**src/rtl/seq_starter_if.sv**
```systemverilog
// rtl/seq_starter_if.sv - request/acknowledge handshake bundle between seq_starter and its downstream calculator
interface seq_starter_if #(
  parameter int ADDR_W = 4
);
  logic              req_1;
  logic              ack_1;
  logic [ADDR_W-1:0] address;
  logic              busy;
  logic              done;

  modport master (output req_1, output address, output busy, output done, input ack_1);
  modport slave  (input req_1, input address, input busy, input done, output ack_1);
endinterface

```
**src/rtl/seq_starter.sv**
```systemverilog
// rtl/seq_starter.sv - push-button started ROM address sequencer with four-phase req/ack handshake
// Optional key debounce filter enabled by defining SEQ_STARTER_DEBOUNCE_EN.
module seq_starter #(
  parameter int ADDR_W     = 4,
  parameter int LAST_ADDR  = 2**ADDR_W-1,
  parameter int DEB_CYCLES = 1000
) (
  input  logic          clk,
  input  logic          rst,
  input  logic          key1,
  input  logic          mode,
  seq_starter_if.master bus
);

  typedef enum logic [1:0] {IDLE, ARMED, REQ, ACK_LOW} state_t;

  localparam logic [ADDR_W-1:0] LAST = ADDR_W'(LAST_ADDR);

  if (DEB_CYCLES < 2 || LAST_ADDR > 2**ADDR_W-1 || LAST_ADDR < 0) begin : g_bad_param
    $error("seq_starter: DEB_CYCLES must be >= 2 and LAST_ADDR must fit in ADDR_W bits");
  end

  state_t            state;
  logic [ADDR_W-1:0] address;
  logic              run_mode;
  logic              done;
  logic              key_s1;
  logic              key_s2;
  logic              key;

  // Flops reset to the released level so a key held low through reset reads as a press.
  always_ff @(posedge clk or negedge rst) begin
    if (!rst) begin
      key_s1 <= 1'b1;
      key_s2 <= 1'b1;
    end else begin
      key_s1 <= key1;
      key_s2 <= key_s1;
    end
  end

`ifdef SEQ_STARTER_DEBOUNCE_EN
  localparam int               CNT_W   = $clog2(DEB_CYCLES + 1);
  localparam logic [CNT_W-1:0] CNT_MAX = CNT_W'(DEB_CYCLES - 1);

  logic [CNT_W-1:0] deb_cnt;
  logic             key_deb;

  // Counts consecutive samples that disagree with the filtered level; any agreement restarts it.
  always_ff @(posedge clk or negedge rst) begin
    if (!rst) begin
      deb_cnt <= '0;
      key_deb <= 1'b1;
    end else if (key_s2 == key_deb) begin
      deb_cnt <= '0;
    end else if (deb_cnt == CNT_MAX) begin
      deb_cnt <= '0;
      key_deb <= key_s2;
    end else begin
      deb_cnt <= deb_cnt + 1'b1;
    end
  end

  assign key = key_deb;
`else
  assign key = key_s2;
`endif

  always_ff @(posedge clk or negedge rst) begin
    if (!rst) begin
      state    <= IDLE;
      address  <= '0;
      run_mode <= 1'b0;
      done     <= 1'b0;
    end else begin
      done <= 1'b0;
      unique case (state)
        IDLE: begin
          if (!key) state <= ARMED;
        end
        ARMED: begin
          if (key) begin
            state    <= REQ;
            run_mode <= mode;
          end
        end
        REQ: begin
          if (bus.ack_1) state <= ACK_LOW;
        end
        ACK_LOW: begin
          if (!bus.ack_1) begin
            if (address == LAST) begin
              address <= '0;
              done    <= 1'b1;
              state   <= IDLE;
            end else begin
              address <= address + 1'b1;
              state   <= run_mode ? REQ : IDLE;
            end
          end
        end
        default: state <= IDLE;
      endcase
    end
  end

  // Decoded from the state register alone so reset drops req_1 immediately.
  assign bus.req_1   = (state == REQ);
  assign bus.busy    = (state == REQ) || (state == ACK_LOW);
  assign bus.address = address;
  assign bus.done    = done;

endmodule
```
**src/flat_wrapper.sv**
```systemverilog
// flat-port wrapper written by rule: the top's interface ports become plain ports
module seq_starter_flat 
#(
  parameter int ADDR_W     = 4,
  parameter int LAST_ADDR  = 2**ADDR_W-1,
  parameter int DEB_CYCLES = 1000
)
  (clk, rst, key1, mode, bus_req_1, bus_address, bus_busy, bus_done, bus_ack_1);
  seq_starter_if #(.ADDR_W(ADDR_W)) bus_i ();
  input  logic clk;
  input  logic rst;
  input  logic key1;
  input  logic mode;
  output wire logic [$bits(bus_i.req_1)-1:0] bus_req_1;
  output wire logic [$bits(bus_i.address)-1:0] bus_address;
  output wire logic [$bits(bus_i.busy)-1:0] bus_busy;
  output wire logic [$bits(bus_i.done)-1:0] bus_done;
  input wire logic [$bits(bus_i.ack_1)-1:0] bus_ack_1;
  assign bus_req_1 = bus_i.req_1;
  assign bus_address = bus_i.address;
  assign bus_busy = bus_i.busy;
  assign bus_done = bus_i.done;
  assign bus_i.ack_1 = bus_ack_1;
  seq_starter #(.ADDR_W(ADDR_W), .LAST_ADDR(LAST_ADDR), .DEB_CYCLES(DEB_CYCLES)) u_core (.clk(clk), .rst(rst), .key1(key1), .mode(mode), .bus(bus_i));
endmodule
```
**config.mk**
```make
export PLATFORM = sky130hd
export DESIGN_NAME = seq_starter_flat
export DESIGN_NICKNAME = d
export VERILOG_FILES = /design/src/rtl/seq_starter_if.sv /design/src/rtl/seq_starter.sv /design/src/flat_wrapper.sv
export SDC_FILE = /design/constraint.sdc
export NUM_CORES = 1
export LEC_CHECK = 0
export CAP_MARGIN = 30
export CORE_AREA = 5 5 42 44
export CTS_CLUSTER_DIAMETER = 50
export CTS_CLUSTER_SIZE = 24
export DETAILED_ROUTE_END_ITERATION = 8
export DIE_AREA = 0 0 47 49
export GPL_TIMING_DRIVEN = 0
export PLACE_DENSITY_LB_ADDON = 0.3
export SYNTH_ARGS = -nofsm -noshare
export SYNTH_HDL_FRONTEND = slang
export SYNTH_SLANG_ARGS = --single-unit
```
**constraint.sdc**
```tcl
create_clock -name clk -period 1.4 [get_ports clk]
set_input_delay 0.28 -clock clk [delete_from_list [all_inputs] [get_ports clk]]
set_output_delay 0.28 -clock clk [all_outputs]
set_load 0.005 [all_outputs]
```
# == After elaboration in Yosys (flattened, before gate mapping) ==
# Index checks and enable logic that the tools add are counted.
# classes
n_div,0
n_reduce_logical,5
n_shift,0
addsub,1
order_cmp,0
n_eq_ne,8
mux,11
n_mul,0
n_bitwise,1
# op_table
op,count
2-to-1 mux 2 bit,6
one-hot mux 2 bit (4 select lines),1
"adder 4 x 1 -> 4 bit, second input constant",1
"equality test 2 bit, second input constant",2
"equality test 4 bit, second input constant",1
2-to-1 mux 4 bit,1
"!= test 2 x 1 -> 1 bit, second input constant",2
"!= test 2 bit, second input constant",2
AND reduction 2 bit,2
AND reduction 4 bit,1
2-to-1 mux 1 bit,3
"equality test 2 x 1 -> 1 bit, second input constant",1
logical NOT 2 bit,1
logical OR 1 bit,1
NOT 1 bit,1
# totals
latchBits,0
mem_bits_ro,0
out_inout_bits,7
inputBits,5
word_cells,32
mem_bits_rw,0
mem_count,0
reg_bits,10

# == Logic depth before layout (Yosys ltp) ==
# depth
ltp_word,4
depth_mapped,4
depth_no_buf,4

# == Worst setup path after synthesis ==
# OpenSTA, ideal clock, no wires.
# synth_path
kind,register to register
startpoint,"register u_core.key_s2, in the netlist u_core.key"
endpoint,register u_core.run_mode
n_path_buf,0
arrival_ns,0.967
setup_time_ns,0.125
required_ns,1.275
path_slack_ns,0.308
stages_incl_launch_ff,4
period_less_slack_ns,1.092
path_cell_list,dfstp_2 -> nand2_1 -> nor2_1 -> mux2_2
# synth_via
elab_chain_len,1
# synth_lines
item,line,rtl
"start, declared",seq_starter.sv:28,logic key_s2;
"start signal, assigned",seq_starter.sv:38,key_s2 <= key_s1;
AND reduction 2 bit (no line),--,
"end signal, assigned",seq_starter.sv:84,run_mode <= mode;
"end, declared",seq_starter.sv:25,logic run_mode;
# Every way passes these cells.
# A chain may end at the register's enable or synchronous reset.

# == Worst setup path in the final report ==
# layout_path
startpoint,"register u_core.done, in the netlist u_core.bus.done"
endpoint,output port bus_done
# layout_lines
item,line,rtl
"start, declared",seq_starter.sv:26,logic done;
"start signal, assigned",seq_starter.sv:74,done <= 1'b0;
"start signal, assigned",seq_starter.sv:76,done <= 1'b0;
"start signal, assigned",seq_starter.sv:94,done <= 1'b1;
"end, declared",flat_wrapper.sv:17,output wire logic [$bits(bus_i.done)-1:0] bus_done;
# No word-level cell between the ends.

==> run metrics <==
routed len/inst 11.00 um; final wirelength around 840 um; drt first pass iters 4; critical path required time 1120 ps; HPWL Detailed around 560 um; max-cap check violation count 0; pin count of the biggest net entering global routing 11; horizontal die dimension between 40 and 50 um; clock tree from TritonCTS done; all-layer global routing usage 0.07906; cell area after synthesis just over 400 um2; die area roughly 2300 um2; flip-flop and latch count after synthesis 10; area fraction of the dominant cell type after synthesis 0.4969; GP Congestion between 0.7 and 0.8; launching element type of the critical path register; cell family with the largest share of critical-path delay buffers and inverters; part of the power in the clock network 0.171; final hold violation count 0; syn_area_per_cell approximately 11 um2; layout cells sized above 1 0.2667; number of placement rows 14; Static Leakage about 0.30 nW; Setup violations, final 0; cell internal power dissipation around 0.8 mW; Peak Freq between 700 and 800 MHz; number of global-route vias before repair 315; register share of total power 0.372; Via-to-Cell Ratio ~4.6; count of vias placed by the detailed router about 350; Synth-to-Final Area Change 53.11%; worst setup path category reg -> out; worst max-slew margin expressed relative to the limit 0.7023; pwr dens about 1900 nW/um2; final clock period utilization by the worst path 0.9580; switch share 0.3115; RSZ-0062 raised after global routing no; CP peak stage delay between 400 and 500 ps; element type at the critical path end output port; class of the worst hold path in -> async; status completed; clock net sink count 10; clk_lat worst skew approximately 260 ps; Crit Path Max Fanout 1; CP arrival 1060 ps; cts bufs inserted 3; Final #Nets 67; sw power about 0.37 mW; worst-case hold slack between 300 and 400 ps; gate count after technology mapping 37; sequential element share of the synthesized area 0.6273; height of the die about 50 um; Post-Syn Nets 43; number of filler cells placed in the layout 155; final clock skew 2.142 ps; number of buffers on the longest clock path 2; CP Buf/Inv Count 1; clock-pin slew on the worst setup and hold paths roughly 60 ps; Worst IR Drop VDD ~0.84 mV; critical path, cell by cell clkdlybuf4s50_1; pin slew with the least headroom to its limit about 450 ps; Overflow after GRT 0; max-slew violation count 0; library cell occupying the most area in the post-synthesis netlist sky130_fd_sc_hd__dfrtp_1; core footprint around 1400 um2; Post-DRT Antenna Nets 0; most area-consuming cells after synthesis sky130_fd_sc_hd__dfrtp_1 50%, sky130_fd_sc_hd__dfstp_2 13%, sky130_fd_sc_hd__nand2_1 7.5%; IO Count 12; Yosys warning count 0; Initial Utilization 0.2875; Max H-tree Level 1; Setup TNS 0 ps; number of remaining DRC errors 0; PortBufs 11; initial antenna violation count 0; cell with the largest stage delay on the worst path sky130_fd_sc_hd__clkdlybuf4s50_1; global-route wire length before repair 1283 um; Antenna Diode Count 0; CTS root buffer sky130_fd_sc_hd__clkbuf_4; initial DRC count 15; final period demand of the worst path roughly 1300 ps; number of unique standard cell types used by synthesis 16; combinational power share 0.457
## stage by stage
| stage | instance area, um2 | worst slack (ps) | power, mW | std cells | util |
|---|---|---|---|---|---|
| 3_3_place_gp | 533.0 | -1.280 | 0.8727 | 64 | 0.3804 |
| 6_report | 616.8 | 58.74 | 1.176 | 76 | 0.4402 |
| 4_1_cts | 606.8 | 8.547 | 1.177 | 75 | 0.4330 |
| 2_1_floorplan | 402.9 | 307.8 | 0.6594 | 37 | - |
| 3_5_place_dp | 533.0 | -16.53 | 0.8866 | 64 | 0.3804 |
| 5_1_grt | 616.8 | 19.32 | 1.276 | 76 | 0.4402 |
## kinds of logic after synthesis
logic type	synth area share
xor gates and xnor gates	0.02174
adders and majority gates	0.03105
AOI/OAI and AO/OA	0.09938
DFF	0.6273
and+or+nand+nor	0.1832
buffers and inverters	0.009308
muxes	0.02795
## synthesized netlist by cell type, drive strengths merged
master / n
a31oi: 1
o21ai: 2
nor2b: 1
ha: 1
a21oi: 3
dfstp: 2
nor2: 4
clkbuf: 1
nand3b: 1
mux2: 1
nand3: 1
a41oi: 1
xnor2: 1
dfrtp: 8
nand2: 8
and3b: 1
## per-layer routing
| layer | global-route usage | share of wire | up-vias |
|---|---|---|---|
| li1 | - | - | 172 |
| met1 | 0.08656 | 0.41 | 160 |
| met5 | 0 | 0 | - |
| met2 | 0.1244 | 0.50 | 14 |
| met4 | 0.02765 | 0 | 0 |
| met3 | 0.04428 | 0.084 | 0 |
## timing repair
action                                 4_1_cts  5_1_grt
gates cloned                                 0        0
pin swaps                                    0        0
hold buffers                                 0        0
resized for setup                            6        1
setup buffers                                7        1
endpoints found under the hold margin        0        0
setup endpoints to repair                    6        1
## power by group through the flow
stage          Combinational (mW)  Clock [mW]  Sequential [mW]
2_1_floorplan               0.170           0            0.489
3_3_place_gp                0.369           0            0.503
3_5_place_dp                0.376           0            0.510
4_1_cts                     0.527       0.208            0.442
5_1_grt                     0.600       0.222            0.454
6_report                    0.537       0.201            0.438
## flip-flops by register name (all words and copies together), names as in the netlist
signal              flops
u_core.key              1
u_core.key_s1           1
u_core.state            2
u_core.bus.address      4
u_core.bus.done         1
u_core.run_mode         1
## layout make-up
type	count	area, um2	area share
Sequential cell	10	254.0	0.4118
Multi-Input combinational cell	26	146.4	0.2373
Tap cell	16	20.02	0.03245
Buffer	1	3.754	0.006085
Clock buffer	4	26.28	0.04260
Timing Repair Buffer	19	166.4	0.2698
## worst paths after layout
path / to / from / slack, ps / cells past startpoint
min in group clk: u_core.key / u_core.key_s1 / 360 / 0
hold reg to reg: u_core.key / u_core.key_s1 / 360 / 0
max in group asynchronous: u_core.key_s1 / rst / 730 / 1
setup reg to reg: u_core.bus.address[3] / u_core.bus.address[0] / 130 / 6
hold / removal: u_core.bus.address[3] / rst / 330 / 1
setup / recovery: bus_done / u_core.bus.done / 60 / 1
## placed cells by master (no fill, tap or decap), drive strengths merged
cell type | netlist | layout
a21oi | 3 | 3
dlymetal6s2s | 0 | 1
dfstp | 2 | 2
ha | 1 | 1
clkdlybuf4s50 | 0 | 5
nor2b | 1 | 1
nand3b | 1 | 1
buf | 0 | 8
nor2 | 4 | 4
o21ai | 2 | 2
mux2 | 1 | 1
nand2 | 8 | 8
and3b | 1 | 1
clkbuf | 1 | 5
xnor2 | 1 | 1
a31oi | 1 | 1
dlygate4sd2 | 0 | 5
nand3 | 1 | 1
a41oi | 1 | 1
dfrtp | 8 | 8
Power figures use the tool's default switching activity.
